--- src/rtl/diff_scan_unit.sv ---
// diff_scan_unit: multi-cycle first-differing-bit locator.
// Latches a^b on accept, then scans CHUNK bits per cycle from the LSB or MSB
// end and reports the absolute index of the first differing bit plus an
// equality flag, with valid/ready handshakes on both command and result sides.
// Optional feature macro: DIFF_POPCNT_EN adds the popcnt (Hamming distance)
// output and turns the scan into a fixed-length full sweep.
module diff_scan_unit #(
    parameter  int unsigned WIDTH = 32,
    parameter  int unsigned CHUNK = 8,
    localparam int unsigned IDXW  = $clog2(WIDTH)
) (
    input  logic             clk,
    input  logic             rst_n,
    input  logic             start_valid,
    output logic             start_ready,
    input  logic [WIDTH-1:0] a,
    input  logic [WIDTH-1:0] b,
    input  logic             msb_first,
    output logic             res_valid,
    input  logic             res_ready,
    output logic [IDXW-1:0]  idx,
    output logic             eq
`ifdef DIFF_POPCNT_EN
    ,
    output logic [IDXW:0]    popcnt
`endif
);

    localparam int unsigned NCHUNK = WIDTH / CHUNK;
    localparam int unsigned KW     = (NCHUNK > 1) ? $clog2(NCHUNK) : 1;

    typedef enum logic [1:0] {
        IDLE,
        SCAN,
        DONE
    } state_e;

    state_e           state_q, state_d;
    logic [WIDTH-1:0] x_q, x_d;
    logic             msb_q, msb_d;
    logic [KW-1:0]    k_q, k_d;
    logic [IDXW-1:0]  idx_q, idx_d;
    logic             eq_q, eq_d;
`ifdef DIFF_POPCNT_EN
    logic [IDXW:0]    pc_q, pc_d;
    logic             hit_q, hit_d;
    logic [IDXW:0]    chunk_cnt;
`endif

    logic             accept;
    logic             last_chunk;
    logic [IDXW-1:0]  chunk_base;
    logic [CHUNK-1:0] chunk_bits;
    logic             chunk_hit;
    logic [IDXW-1:0]  chunk_pos;

    assign start_ready = rst_n && (state_q == IDLE);
    assign res_valid   = (state_q == DONE);
    assign accept      = start_valid && start_ready;
    assign last_chunk  = (k_q == KW'(NCHUNK - 1));
    assign idx         = idx_q;
    assign eq          = eq_q;
`ifdef DIFF_POPCNT_EN
    assign popcnt      = pc_q;
`endif

    // Select the chunk under examination and locate its priority bit.
    always_comb begin
        if (msb_q) begin
            chunk_base = IDXW'((NCHUNK - 1 - 32'(k_q)) * CHUNK);
        end else begin
            chunk_base = IDXW'(32'(k_q) * CHUNK);
        end
        chunk_bits = x_q[chunk_base +: CHUNK];
        chunk_hit  = |chunk_bits;
        chunk_pos  = '0;
        if (msb_q) begin
            // Ascending sweep: the last set bit seen is the highest.
            for (int unsigned i = 0; i < CHUNK; i++) begin
                if (chunk_bits[i]) chunk_pos = IDXW'(i);
            end
        end else begin
            // Descending sweep: the last set bit seen is the lowest.
            for (int unsigned i = CHUNK; i > 0; i--) begin
                if (chunk_bits[i-1]) chunk_pos = IDXW'(i - 1);
            end
        end
    end

`ifdef DIFF_POPCNT_EN
    // Count set bits in the current chunk for the Hamming-distance accumulator.
    always_comb begin
        chunk_cnt = '0;
        for (int unsigned i = 0; i < CHUNK; i++) begin
            chunk_cnt = chunk_cnt + (IDXW + 1)'(chunk_bits[i]);
        end
    end
`endif

    // Next-state and datapath update for the IDLE/SCAN/DONE controller.
    always_comb begin
        state_d = state_q;
        x_d     = x_q;
        msb_d   = msb_q;
        k_d     = k_q;
        idx_d   = idx_q;
        eq_d    = eq_q;
`ifdef DIFF_POPCNT_EN
        pc_d    = pc_q;
        hit_d   = hit_q;
`endif
        case (state_q)
            IDLE: begin
                if (accept) begin
                    x_d     = a ^ b;
                    msb_d   = msb_first;
                    k_d     = '0;
`ifdef DIFF_POPCNT_EN
                    pc_d    = '0;
                    hit_d   = 1'b0;
`endif
                    state_d = SCAN;
                end
            end
            SCAN: begin
`ifdef DIFF_POPCNT_EN
                // Full sweep: idx keeps only the first hit in scan order.
                pc_d = pc_q + chunk_cnt;
                if (chunk_hit && !hit_q) begin
                    idx_d = chunk_base + chunk_pos;
                    hit_d = 1'b1;
                end
                if (last_chunk) begin
                    eq_d    = !(hit_q || chunk_hit);
                    if (!(hit_q || chunk_hit)) idx_d = '0;
                    state_d = DONE;
                end else begin
                    k_d = k_q + 1'b1;
                end
`else
                if (chunk_hit) begin
                    idx_d   = chunk_base + chunk_pos;
                    eq_d    = 1'b0;
                    state_d = DONE;
                end else if (last_chunk) begin
                    idx_d   = '0;
                    eq_d    = 1'b1;
                    state_d = DONE;
                end else begin
                    k_d = k_q + 1'b1;
                end
`endif
            end
            DONE: begin
                if (res_ready) state_d = IDLE;
            end
            default: state_d = IDLE;
        endcase
    end

    // State and datapath registers; reset aborts any operation in flight.
    always_ff @(posedge clk or negedge rst_n) begin
        if (!rst_n) begin
            state_q <= IDLE;
            x_q     <= '0;
            msb_q   <= 1'b0;
            k_q     <= '0;
            idx_q   <= '0;
            eq_q    <= 1'b0;
`ifdef DIFF_POPCNT_EN
            pc_q    <= '0;
            hit_q   <= 1'b0;
`endif
        end else begin
            state_q <= state_d;
            x_q     <= x_d;
            msb_q   <= msb_d;
            k_q     <= k_d;
            idx_q   <= idx_d;
            eq_q    <= eq_d;
`ifdef DIFF_POPCNT_EN
            pc_q    <= pc_d;
            hit_q   <= hit_d;
`endif
        end
    end

endmodule

--- config.mk ---
export PLATFORM = sky130hd
export DESIGN_NAME = diff_scan_unit
export DESIGN_NICKNAME = d
export VERILOG_FILES = /design/src/rtl/diff_scan_unit.sv
export SDC_FILE = /design/constraint.sdc
export NUM_CORES = 1
export LEC_CHECK = 0
export BUFFER_PORTS_ARGS = -buffer_cell sky130_fd_sc_hd__buf_2
export CORE_ASPECT_RATIO = 0.8
export CORE_MARGIN = 4
export CORE_UTILIZATION = 45
export CTS_CLUSTER_SIZE = 28
export DETAILED_ROUTE_END_ITERATION = 8
export PLACE_DENSITY = 0.7
export SETUP_SLACK_MARGIN = 0.5
export SYNTH_ARGS = -nofsm -noshare
export SYNTH_HDL_FRONTEND = slang
export SYNTH_SLANG_ARGS = --single-unit
--- constraint.sdc ---
create_clock -name clk -period 2.85 [get_ports clk]
set_input_delay 0.285 -clock clk [delete_from_list [all_inputs] [get_ports clk]]
set_output_delay 0.285 -clock clk [all_outputs]
set_load 0.05 [all_outputs]
* Yosys cells after proc, flatten, opt, wreduce, memory -nomap -nowiden *
Index checks and enable logic that the tools add are counted.

word-level totals
  register bits after elaboration = 43
  input bits = 69
  output and inout port bits = 8

operators by class
  add/subtract/negate cells = 3
  reduce and logical (&&, ||, !) cells = 10
  bitwise operators = 1
  equal/unequal tests = 8
  multiplexer cells = 30
  shift operators = 1

operators with widths
  kind                   count
  $mux W5                17
  $shiftx A32 B6 Y8      1
  $xor A32 B32 Y32       1
  $mux W2                7
  $reduce_or A8 Y1       1
  $ne A2 B2 Y1 const B   3
  $pmux W2 S3            1
  $add A5 B5 Y5          1
  $eq A2 B2 Y1 const B   2
  $pmux W2 S2            1
  $reduce_and A2 Y1      2
  $reduce_and A4 Y1      1
  $reduce_bool A2 Y1     2
  $mux W1                3
  $mux W3                1
  $ne A3 B3 Y1 const B   1
  $reduce_and A3 Y1      1
  $add A2 B1 Y2 const B  1
  $eq A2 B1 Y1 const B   1
  $logic_and A1 B1 Y1    2
  $logic_not A2 Y1       1
  $ne A2 B1 Y1 const B   1
  $sub A2 B2 Y2 const A  1

* Longest topological paths before layout *
Gate-level depths: netlist (run 1).

  word-level depth = 14
  gate-level depth with buffers = 10

* Least setup slack after synthesis (run 1) *
Ideal clock, no wire load.

  path type = register to register
  start = reg state_q[0]
  end = reg x_q[0]
  period minus slack after synthesis = 2.704 ns
  library setup time = 0.077 ns
  setup slack = 0.146 ns
  data arrival time = 2.626 ns
  stages on the path, launching flop included = 7
  cell sequence = dfrtp_1 -> nor3b_1 -> and2_1 -> clkbuf_1 -> buf_1 -> nor2_1 -> a21oi_1

on the way
  cells in the longest elaborated chain, start to end = 4

RTL lines
  item                                RTL line  RTL
  start: declaration                  38        state_e state_q, state_d;
  start signal: assignment            175       state_q <= state_d;
  $logic_not A2 Y1                    57        assign start_ready = rst_n && (state_q == IDLE);
  $logic_and A1 B1 Y1                 57
  via start_ready                     15        output logic start_ready,
  $logic_and A1 B1 Y1                 59        assign accept = start_valid && start_ready;
  $reduce_and A2 Y1 (no source line)  n/a
  end signal: assignment              165       x_q <= '0;
  end signal: assignment              176       x_q <= x_d;
  end: declaration                    39        logic [WIDTH-1:0] x_q, x_d;

The timed path passes the listed nets, and every way through them passes these cells.
A chain may end at the register's enable or synchronous reset.

* Worst setup path after layout (run 1) *
  start = reg k_q[0]
  end = reg idx_q[0] (netlist: idx[0])

on the way
  cells in the longest elaborated chain, start to end = 14
  elaborated cells between the ends (all ways) = 25
  classes of those cells = add/sub: 2; eq/ne: 1; shift: 1; mux: 18; reduce/logical: 3

RTL lines
  item                      RTL line  RTL
  start: declaration        41        logic [KW-1:0] k_q, k_d;
  start signal: assignment  178       k_q <= k_d;
  $sub A2 B2 Y2             70        chunk_base = IDXW'((NCHUNK - 1 - 32'(k_q)) * CHUNK);
  $mux W5                   69        if (msb_q) begin
  $shiftx A32 B6 Y8         74        chunk_bits = x_q[chunk_base +: CHUNK];
  $mux W3                   85        if (chunk_bits[i-1]) chunk_pos = IDXW'(i - 1);
  $mux W5 (7 in a row)      85
  $mux W5                   77        if (msb_q) begin
  $add A5 B5 Y5             142       idx_d = chunk_base + chunk_pos;
  $mux W5                   141       if (chunk_hit) begin
  end signal: assignment    179       idx_q <= idx_d;
  end: declaration          42        logic [IDXW-1:0] idx_q, idx_d;

Several ways; a longest one is shown, not always the timed one.

==> impl_metrics.json, run 1 <==
{
  "status": "completed",
  "grt_overflow": 0,
  "cp_top_family": "multiplexers",
  "finalHoldViolCount": 0,
  "cts_tree": "yes",
  "holdWs_ns": 0.0522,
  "timing.max_cap.violations": 0,
  "netlist_top_cells_area": "sky130_fd_sc_hd__dfrtp_1, sky130_fd_sc_hd__xnor2_1, sky130_fd_sc_hd__a21oi_1",
  "cts.hold.buffers_added": 0,
  "vdd_ir_drop_max_v": 0.000392,
  "antenna_left": 0,
  "initial_utilization": 0.465,
  "pwr_density_cell_mw_per_mm2": 922,
  "async_flop_share": 1.00,
  "num_antenna_cells": 0,
  "number_of_top_level_design_ports": 77,
  "synth_top_flop_cell": "sky130_fd_sc_hd__dfrtp_1",
  "tritoncts.num_buffers": 5,
  "critical_path.slowest_cell": "sky130_fd_sc_hd__mux4_2",
  "grt_max_degree": 45,
  "arrival_ns": 2.44,
  "number_of_antenna_violations_at_the_first_check_in_global_routing": 0,
  "timing.setup.critical_path_class": "register to register",
  "total_power_w": 0.00314,
  "synth_commonest_cells": "sky130_fd_sc_hd__nor2_1, sky130_fd_sc_hd__dfrtp_1, sky130_fd_sc_hd__a21oi_1",
  "post-route-worst-setup-slack_ns": 0.636,
  "synth.distinct_cells": 47,
  "fin_crit_share": 0.777,
  "multiInputGateArea_sq_mm": 0.00158,
  "ys_ff_latch": 43,
  "drt-wirelength-per-cell_microns": 13.1,
  "layout-drive-gt1-share": 0.357,
  "rsz0062_at_grt": "false",
  "syn_to_final_growth_pct": 23.2,
  "dpl_worst_slack_ns": 0.306,
  "clock-root-buffer": "sky130_fd_sc_hd__clkbuf_8",
  "first_pass_iters": 4,
  "drt-vias-per-instance": 5.10,
  "netlist_area_before_placement_sq_mm": 0.00276,
  "synth_cells": 274,
  "worstPathRequired_ns": 3.08,
  "clk_transition_reported_paths_ns": 0.08,
  "number_of_buffers_and_inverters_on_the_critical_path": 1,
  "io_buffers": 76,
  "grt_first_pass_wirelength_microns": 9660,
  "drt_wl_total_microns": 5750,
  "max_slew_violation_count": 0,
  "dp_hpwl_microns": 4340,
  "clock_path_buffers": 2,
  "timing.clock.skew_ns": 0.0106,
  "total_die_area_sq_mm": 0.00746,
  "synth.yosys.seq_area_share": 0.390,
  "finalCriticalPeriod_ns": 2.21,
  "relSlewSlack": 0.647,
  "average_instance_area_after_synthesis_sq_um": 10.1,
  "gr-usage-all-layers": 0.164,
  "syn-num-nets": 344,
  "sequential_cell_area_sq_mm": 0.00108,
  "post_detailed_route_drc_marker_count": 0,
  "floorplan.die.height_microns": 78.1,
  "min_path_type": "primary input to async pin",
  "placementRows": 25,
  "cp_slowest_stage_delay_ns": 0.50,
  "worst_pin_slew_ns": 0.529,
  "place.gp.congestion": 0.906,
  "setup_viol": 0,
  "synth_edf_count": 0,
  "htree_levels": 2,
  "cp-start-kind": "register",
  "synth_top_area_cell": "sky130_fd_sc_hd__dfrtp_1",
  "insertion_delay_ns": 0.30,
  "first_iter_violations": 101,
  "cellLeakagePower_nw": 1.43,
  "synthesis.yosys.warnings": 0,
  "num-nets-final": 428,
  "cts_sinks": 43,
  "netlist.area_leader.share": 0.390,
  "filler_cell_count": 534,
  "cell_with_the_most_instances_after_synthesis": "sky130_fd_sc_hd__nor2_1",
  "crit_chain": "buf_4 > mux4_2 > mux2i_2 > o31ai_4 > a311o_1 > o21ai_2",
  "cp-end-kind": "register",
  "die_width_microns": 95.6,
  "critPathMaxFanout": 8,
  "floorplan.core_area_sq_mm": 0.00594,
  "via_count_of_the_first_global_routing_pass": 2085,
  "timing.fmax_mhz": 452,
  "route.vias.total": 2243,
  "setup-tns-final_ns": 0
}
-- path summary, 6_finish.rpt --
check	start	endpoint	slack [ns]	cells past startpoint
worst max register to register	k_q[0]$_DFFE_PN0P_	idx[0]$_DFFE_PN0P_	0.64	6
worst min register to register	idx[3]$_DFFE_PN0P_	idx[3]$_DFFE_PN0P_	0.51	2
min in group clk	msb_first	msb_q$_DFFE_PN0P_	0.23	2
worst min-delay path	rst_n	state_q[1]$_DFFE_PN0P_	0.05	2
worst max-delay path	k_q[0]$_DFFE_PN0P_	idx[0]$_DFFE_PN0P_	0.64	6
max in group asynchronous	rst_n	msb_q$_DFFE_PN0P_	2.40	2
-- logic make-up (layout without fill, tap and decap cells) --
family,count (synthesis),count (layout),synth area share
and+or+nand+nor,79,79,0.132
AOI/OAI and AO/OA,66,66,0.156
DFF,43,43,0.390
xor gates and xnor gates,33,33,0.105
muxes,33,33,0.169
buffers and inverters,19,104,0.0440
adders and majority gates,1,1,0.00453
-- flip-flops by register name, summed over array words and instances, names as in the netlist --
| register | count |
|---|---|
| eq | 1 |
| idx | 5 |
| k_q | 2 |
| msb_q | 1 |
| state_q | 2 |
| x_q | 32 |
-- report_power, final --
part,switching [W],total [W],internal (W)
Combinational,0.000830,0.00149,0.000661
Sequential,0.000262,0.00116,0.000894
Clock,0.000224,0.000490,0.000266
Total,0.00132,0.00314,0.00182
-- cell type report --
cell class / count / share of cell area
inverter: 5 / 0.00552
clock buffer: 5 / 0.0202
sequential: 43 / 0.318
clock inverter: 3 / 0.0140
timing repair buffer: 91 / 0.150
multi-input combinational: 212 / 0.463
tap: 81 / 0.0298
-- timing repair --
item / 4_1_cts / 5_1_grt
setup buffers: 5 / 2
gates resized for setup: 2 / 7
setup endpoints to repair: 6 / 6
pin swaps: 0 / 1
-- routing by layer --
metal  wire length (microns)  vias to the layer above  global-route usage
met1                    2830                     1022               0.255
met5                       0                        -                   0
li1                        -                     1137                   -
met2                    2430                       79               0.232
met3                     447                        5              0.0374
met4                      43                        0              0.0384
-- metrics by stage --
| step | utilization | instance area [sq um] | instances |
|---|---|---|---|
| 6_report | 0.572 | 3400 | 440 |
| 4_1_cts | 0.568 | 3380 | 438 |
| 2_1_floorplan | - | 2770 | 274 |
| 3_5_place_dp | 0.542 | 3220 | 425 |
| 5_1_grt | 0.572 | 3400 | 440 |
| 3_3_place_gp | 0.542 | 3220 | 425 |
-- cells in the final DEF, fill, tap and decap left out, drive strengths merged, types with 2 or more instances in the layout --
cell type / instances
o21ai: 9
nand2: 11
mux2: 4
and2: 2
dfrtp: 43
nor2b: 5
o22ai: 3
a22o: 3
nand3: 9
a22oi: 2
clkbuf: 5
inv: 6
mux4: 9
nand2b: 3
xnor2: 33
buf: 91
mux2i: 20
o31ai: 2
a21oi: 38
nor2: 45
Power figures use the tool's default switching activity.
==> inputs of run 2 (changes only) <==
- PLACE_DENSITY: 0.7 -> 0.73
- clock period: 2.85 -> 2 ns (I/O delays scaled with it)
==> impl_metrics.json, run 2 (same netlist as run 1, synthesis figures left out) <==
{
  "met3WireLength_microns": 457,
  "layout_commonest_cell": "sky130_fd_sc_hd__buf_2",
  "max_slew_violation_count": 0,
  "dpl_worst_slack_ns": -0.243,
  "grt_first_pass_wirelength_microns": 10800,
  "clock_path_buffers": 2,
  "first_pass_iters": 4,
  "gr-usage-all-layers": 0.181,
  "cp-end-kind": "register",
  "antenna_left": 0,
  "via_count_of_the_first_global_routing_pass": 2333,
  "dpl.cell_count": 445,
  "cellLeakagePower_nw": 1.71,
  "vdd_ir_drop_max_v": 0.000604,
  "finalHoldViolCount": 0,
  "layout-drive-gt1-share": 0.511,
  "drt-vias-per-instance": 5.28,
  "status": "finished, violations left",
  "violated_checks": "negative setup slack",
  "drt-wirelength-per-cell_microns": 15.8,
  "final_cells": 478,
  "die_width_microns": 95.6,
  "timing.fmax_mhz": 430,
  "min_path_type": "primary input to register",
  "arrival_ns": 2.51,
  "number_of_top_level_design_ports": 77,
  "holdWs_ns": 0.150,
  "syn_to_final_growth_pct": 47.1,
  "floorplan.die.height_microns": 78.1,
  "timing.setup.critical_path_class": "register to register",
  "floorplan.core_area_sq_mm": 0.00594,
  "worstPathRequired_ns": 2.19,
  "worst_pin_slew_ns": 0.552,
  "htree_levels": 2,
  "tritoncts.num_buffers": 5,
  "largest-register": "x_q",
  "total_die_area_sq_mm": 0.00746,
  "top_library_cells_by_usage_in_the_layout_fill_and_taps_aside": "sky130_fd_sc_hd__buf_2, sky130_fd_sc_hd__nor2_1, sky130_fd_sc_hd__dfrtp_1, sky130_fd_sc_hd__buf_4, sky130_fd_sc_hd__xnor2_1",
  "cp-start-kind": "register",
  "rsz0062_at_grt": "true",
  "detailroute.wirelength.met2_microns": 3730,
  "cts_sinks": 43,
  "grt_max_degree": 44,
  "insertion_delay_ns": 0.30,
  "grt_overflow": 0,
  "setup_viol": 10,
  "post-route-worst-setup-slack_ns": -0.325,
  "relSlewSlack": 0.632,
  "largest_register_ffs": 32,
  "finalCriticalPeriod_ns": 2.33,
  "num_antenna_cells": 0,
  "place.gp.congestion": 0.848,
  "placementRows": 25,
  "route.vias.total": 2523,
  "total_power_w": 0.00553,
  "critPathMaxFanout": 6,
  "setup-tns-final_ns": -1.69,
  "initial_utilization": 0.465,
  "clock-root-buffer": "sky130_fd_sc_hd__clkbuf_8",
  "pwr_density_cell_mw_per_mm2": 1360,
  "number_of_antenna_violations_at_the_first_check_in_global_routing": 0,
  "clk_transition_reported_paths_ns": 0.08,
  "drt_wl_total_microns": 7540,
  "filler_cell_count": 453,
  "num-nets-final": 466,
  "timing.clock.skew_ns": 0.00723,
  "met1Wirelength_microns": 3190,
  "post_detailed_route_drc_marker_count": 0,
  "timing.max_cap.violations": 0,
  "fin_crit_share": 1.16,
  "first_iter_violations": 133,
  "cts_tree": "yes",
  "topRoutingLayerUsed": "met4",
  "io_buffers": 76,
  "dp_hpwl_microns": 4820
}
## run 2: layout make-up
| type | count | area, sq um | area share |
|---|---|---|---|
| repair buffers | 129 | 890 | 0.219 |
| flip-flops and latches | 43 | 1080 | 0.266 |
| clock inverters | 2 | 60.1 | 0.0148 |
| clock buffers | 6 | 72.6 | 0.0179 |
| multi-input cells | 212 | 1840 | 0.453 |
| well taps | 81 | 101 | 0.0250 |
| inverters | 5 | 18.8 | 0.00462 |
## run 2: worst max-delay path, cell delays in order (launching register included)
cell and delay (ns):
sky130_fd_sc_hd__dfrtp_2 0.48, sky130_fd_sc_hd__buf_4 0.15, sky130_fd_sc_hd__buf_6 0.12, sky130_fd_sc_hd__mux4_1 0.54
sky130_fd_sc_hd__mux2_2 0.27, sky130_fd_sc_hd__inv_1 0.11, sky130_fd_sc_hd__o21a_1 0.14, sky130_fd_sc_hd__o21ai_0 0.10
sky130_fd_sc_hd__a21boi_1 0.21, sky130_fd_sc_hd__o21ai_2 0.09
## run 2: power breakdown
| part | leakage [nW] | switching, W | internal [W] |
|---|---|---|---|
| registers | 0.485 | 0.000470 | 0.00127 |
| clock network | 0.0654 | 0.000298 | 0.000499 |
| logic | 1.16 | 0.00154 | 0.00145 |
| total | 1.71 | 0.00231 | 0.00322 |
## run 2: worst paths after layout
kind                                    start                 end  slack, ns  cells past startpoint
max                        k_q[0]$_DFFE_PN0P_  idx[0]$_DFFE_PN0P_      -0.33                      9
max in group asynchronous               rst_n   msb_q$_DFFE_PN0P_       1.04                      3
min                                 msb_first   msb_q$_DFFE_PN0P_       0.15                      2
max reg2reg                k_q[0]$_DFFE_PN0P_  idx[0]$_DFFE_PN0P_      -0.33                      9
min in group asynchronous               rst_n  idx[0]$_DFFE_PN0P_       0.55                      3
min reg2reg                    eq$_DFFE_PN0P_      eq$_DFFE_PN0P_       0.53                      2
## run 2: repair_timing
action	4_1_cts	5_1_grt
setup buffers	6	15
hold buffers	1	0
pin swaps	2	11
cloned	1	2
endpoints found under the hold margin	13	0
resized for setup	17	39
endpoints found under the setup margin	10	26
## run 2: stage by stage
step                instance area, sq um  utilization
global route                        4060        0.683
finish                              4060        0.683
global placement                    3450        0.581
detailed placement                  3450        0.581
CTS                                 3720        0.625
floorplan                           2910            -
## run 2: routing by layer
metal | up-vias | global-route usage
met5 | - | 0
met4 | 0 | 0.0412
met3 | 18 | 0.0335
met2 | 89 | 0.290
met1 | 1204 | 0.254
li1 | 1212 | -
==> inputs of run 3 (changes only) <==
--- a/config.mk
+++ b/config.mk
@@ -7,2 +7,3 @@
 export LEC_CHECK = 0
+export ABC_AREA = 1
 export BUFFER_PORTS_ARGS = -buffer_cell sky130_fd_sc_hd__buf_2
@@ -13,3 +14,3 @@
 export DETAILED_ROUTE_END_ITERATION = 8
-export PLACE_DENSITY = 0.73
+export PLACE_DENSITY = 0.75
 export SETUP_SLACK_MARGIN = 0.5
==> constraint.sdc (replaced) <==
create_clock -name clk -period 2 [get_ports clk]
set_input_delay 0.4 -clock clk [delete_from_list [all_inputs] [get_ports clk]]
set_output_delay 0.4 -clock clk [all_outputs]
set_load 0.05 [all_outputs]
==> impl_metrics.json, run 3 <==
{
  "status": "completed",
  "cts.hold.buffers_added": 0,
  "cts_tree": "yes",
  "holdWs_ns": 0.254,
  "timing.setup.critical_path_class": "register to register",
  "post-route-worst-setup-slack_ns": 0.188,
  "floorplan.die.height_microns": 73.2,
  "grt_max_degree": 70,
  "floorplan.core_area_sq_mm": 0.00506,
  "grt_overflow": 0,
  "cp-start-kind": "register",
  "timing.clock.skew_ns": 0.00646,
  "htree_levels": 2,
  "critPathMaxFanout": 6,
  "cell_with_the_most_instances_after_synthesis": "sky130_fd_sc_hd__nand2_1",
  "setup_viol": 0,
  "first_pass_iters": 4,
  "synth_edf_count": 0,
  "netlist_area_before_placement_sq_mm": 0.00239,
  "synth_top_area_cell": "sky130_fd_sc_hd__dfrtp_1",
  "dp_hpwl_microns": 3810,
  "ys_ff_latch": 43,
  "top_library_cells_by_usage_in_the_layout_fill_and_taps_aside": "sky130_fd_sc_hd__nand2_1, sky130_fd_sc_hd__buf_2, sky130_fd_sc_hd__dfrtp_1, sky130_fd_sc_hd__xnor2_1, sky130_fd_sc_hd__o21ai_1",
  "insertion_delay_ns": 0.29,
  "place.gp.congestion": 0.858,
  "drt-vias-per-instance": 4.89,
  "largest_register_ffs": 32,
  "clock-root-buffer": "sky130_fd_sc_hd__clkbuf_8",
  "dpl_worst_slack_ns": -0.00979,
  "finalHoldViolCount": 0,
  "post_detailed_route_drc_marker_count": 0,
  "num_antenna_cells": 0,
  "number_of_antenna_violations_at_the_first_check_in_global_routing": 0,
  "vdd_ir_drop_max_v": 0.000810,
  "crit-reg2reg-capture": "k_q[1]$_DFFE_PN0P_",
  "gr-usage-all-layers": 0.172,
  "worstPathRequired_ns": 2.23,
  "cts_sinks": 43,
  "netlist_top_cells_area": "sky130_fd_sc_hd__dfrtp_1, sky130_fd_sc_hd__nand2_1, sky130_fd_sc_hd__xnor2_1",
  "clock_path_buffers": 2,
  "cp-end-kind": "register",
  "synth_cells": 294,
  "final_cells": 440,
  "io_buffers": 76,
  "dpl.cell_count": 426,
  "dpl-instance-area_sq_mm": 0.00289,
  "placementRows": 23,
  "die_width_microns": 89.5,
  "synth.distinct_cells": 25,
  "syn_to_final_growth_pct": 34.2,
  "timing.max_cap.violations": 0,
  "synth_commonest_cells": "sky130_fd_sc_hd__nand2_1, sky130_fd_sc_hd__dfrtp_1, sky130_fd_sc_hd__o21ai_0",
  "number_of_top_level_design_ports": 77,
  "synth_top_flop_cell": "sky130_fd_sc_hd__dfrtp_1",
  "layout_commonest_cell": "sky130_fd_sc_hd__nand2_1",
  "largest-register": "x_q",
  "worst-r2r-cell-count": 15,
  "rsz0062_at_grt": "true",
  "postLayoutCellArea_sq_mm": 0.00321,
  "synth.yosys.seq_area_share": 0.450,
  "min_path_type": "primary input to async pin",
  "initial_utilization": 0.473,
  "clk_transition_reported_paths_ns": 0.08,
  "sequential_cell_area_sq_mm": 0.00108,
  "grt_first_pass_wirelength_microns": 8780,
  "setup.reg_to_reg.worst_slack_ns": 0.19,
  "worst_pin_slew_ns": 0.535,
  "crit-reg2reg-launch": "k_q[0]$_DFFE_PN0P_",
  "syn-num-nets": 364,
  "drt_wl_total_microns": 5250,
  "async_flop_share": 1.00,
  "arrival_ns": 2.04,
  "fin_crit_share": 0.906,
  "average_instance_area_after_synthesis_sq_um": 8.14,
  "tritoncts.num_buffers": 5,
  "timing.fmax_mhz": 552,
  "via_count_of_the_first_global_routing_pass": 1997,
  "layout-drive-gt1-share": 0.384,
  "synthesis.yosys.warnings": 0,
  "drt-wirelength-per-cell_microns": 11.9,
  "route.vias.total": 2151,
  "relSlewSlack": 0.644,
  "cellLeakagePower_nw": 1.61,
  "total_power_w": 0.00423,
  "num-nets-final": 448,
  "max_slew_violation_count": 0,
  "pwr_density_cell_mw_per_mm2": 1320,
  "netlist.area_leader.share": 0.450,
  "filler_cell_count": 454,
  "antenna_left": 0,
  "first_iter_violations": 102,
  "multiInputGateArea_sq_mm": 0.00139,
  "total_die_area_sq_mm": 0.00656,
  "finalCriticalPeriod_ns": 1.81
}
## run 3: what timing repair did
action / 4_1_cts / 5_1_grt
resized for setup: 30 / 5
setup buffers: 4 / 1
pin swaps: 5 / 2
hold endpoints to repair: 0 / 0
setup endpoints to repair: 12 / 21
cloned: 2 / 0
## run 3: how the worst max path moves through the flow
stage / cells past startpoint / slack, ns / from / to
floorplan: 15 / 0.31 / msb_q$_DFFE_PN0P_ / k_q[0]$_DFFE_PN0P_
global placement: 10 / 0.05 / msb_q$_DFFE_PN0P_ / k_q[0]$_DFFE_PN0P_
detailed placement: 11 / -0.01 / msb_q$_DFFE_PN0P_ / k_q[1]$_DFFE_PN0P_
CTS: 14 / 0.19 / msb_q$_DFFE_PN0P_ / k_q[1]$_DFFE_PN0P_
global route: 14 / 0.02 / msb_q$_DFFE_PN0P_ / k_q[1]$_DFFE_PN0P_
finish: 15 / 0.19 / k_q[0]$_DFFE_PN0P_ / k_q[1]$_DFFE_PN0P_
## run 3: metrics by stage
step | util | TNS, ns
final | 0.634 | 0
after global routing | 0.634 | 0
after CTS | 0.629 | 0
after detailed placement | 0.571 | -0.0167
after global placement | 0.571 | 0
after floorplan | - | 0
## run 3: cells by family after synthesis
| family | synth area share |
|---|---|
| and+or+nand+nor | 0.273 |
| DFF | 0.450 |
| AOI/OAI and AO/OA | 0.0904 |
| xor gates and xnor gates | 0.131 |
| buffers and inverters | 0.0512 |
| adders and majority gates | 0.00523 |
## run 3: worst max-delay path: stages (launching register included)
cell and delay [ns]:
sky130_fd_sc_hd__dfrtp_2 0.48, sky130_fd_sc_hd__inv_4 0.12, sky130_fd_sc_hd__nand2_2 0.11, sky130_fd_sc_hd__nand2_4 0.13, sky130_fd_sc_hd__nand2_1 0.06, sky130_fd_sc_hd__nand3_1 0.09, sky130_fd_sc_hd__nand2_2 0.06, sky130_fd_sc_hd__inv_2 0.06
sky130_fd_sc_hd__nand2_2 0.06, sky130_fd_sc_hd__nor2_4 0.13, sky130_fd_sc_hd__nand2_4 0.08, sky130_fd_sc_hd__nor2_2 0.09, sky130_fd_sc_hd__nand2_2 0.07, sky130_fd_sc_hd__nand2_2 0.09, sky130_fd_sc_hd__nand2_1 0.05, sky130_fd_sc_hd__nand2_1 0.05
## run 3: cell type report
type                    count  share of cell area
clock buffers               5              0.0214
repair buffers             85               0.149
flip-flops and latches     43               0.336
well taps                  62              0.0241
clock inverters             2              0.0117
multi-input cells         226               0.433
inverters                  17              0.0245
## run 3: layer usage
metal | track usage | wire length, microns | up-vias
li1 | - | - | 1109
met1 | 0.224 | 2330 | 958
met2 | 0.284 | 2460 | 73
met3 | 0.0372 | 356 | 11
met4 | 0.0529 | 100 | 0
met5 | 0 | 0 | -
## run 3: report_power, final
part,switching (W),leakage (nW),internal (W)
Sequential,0.000236,0.533,0.00117
Combinational,0.00134,1.03,0.000825
Clock,0.000288,0.0502,0.000365
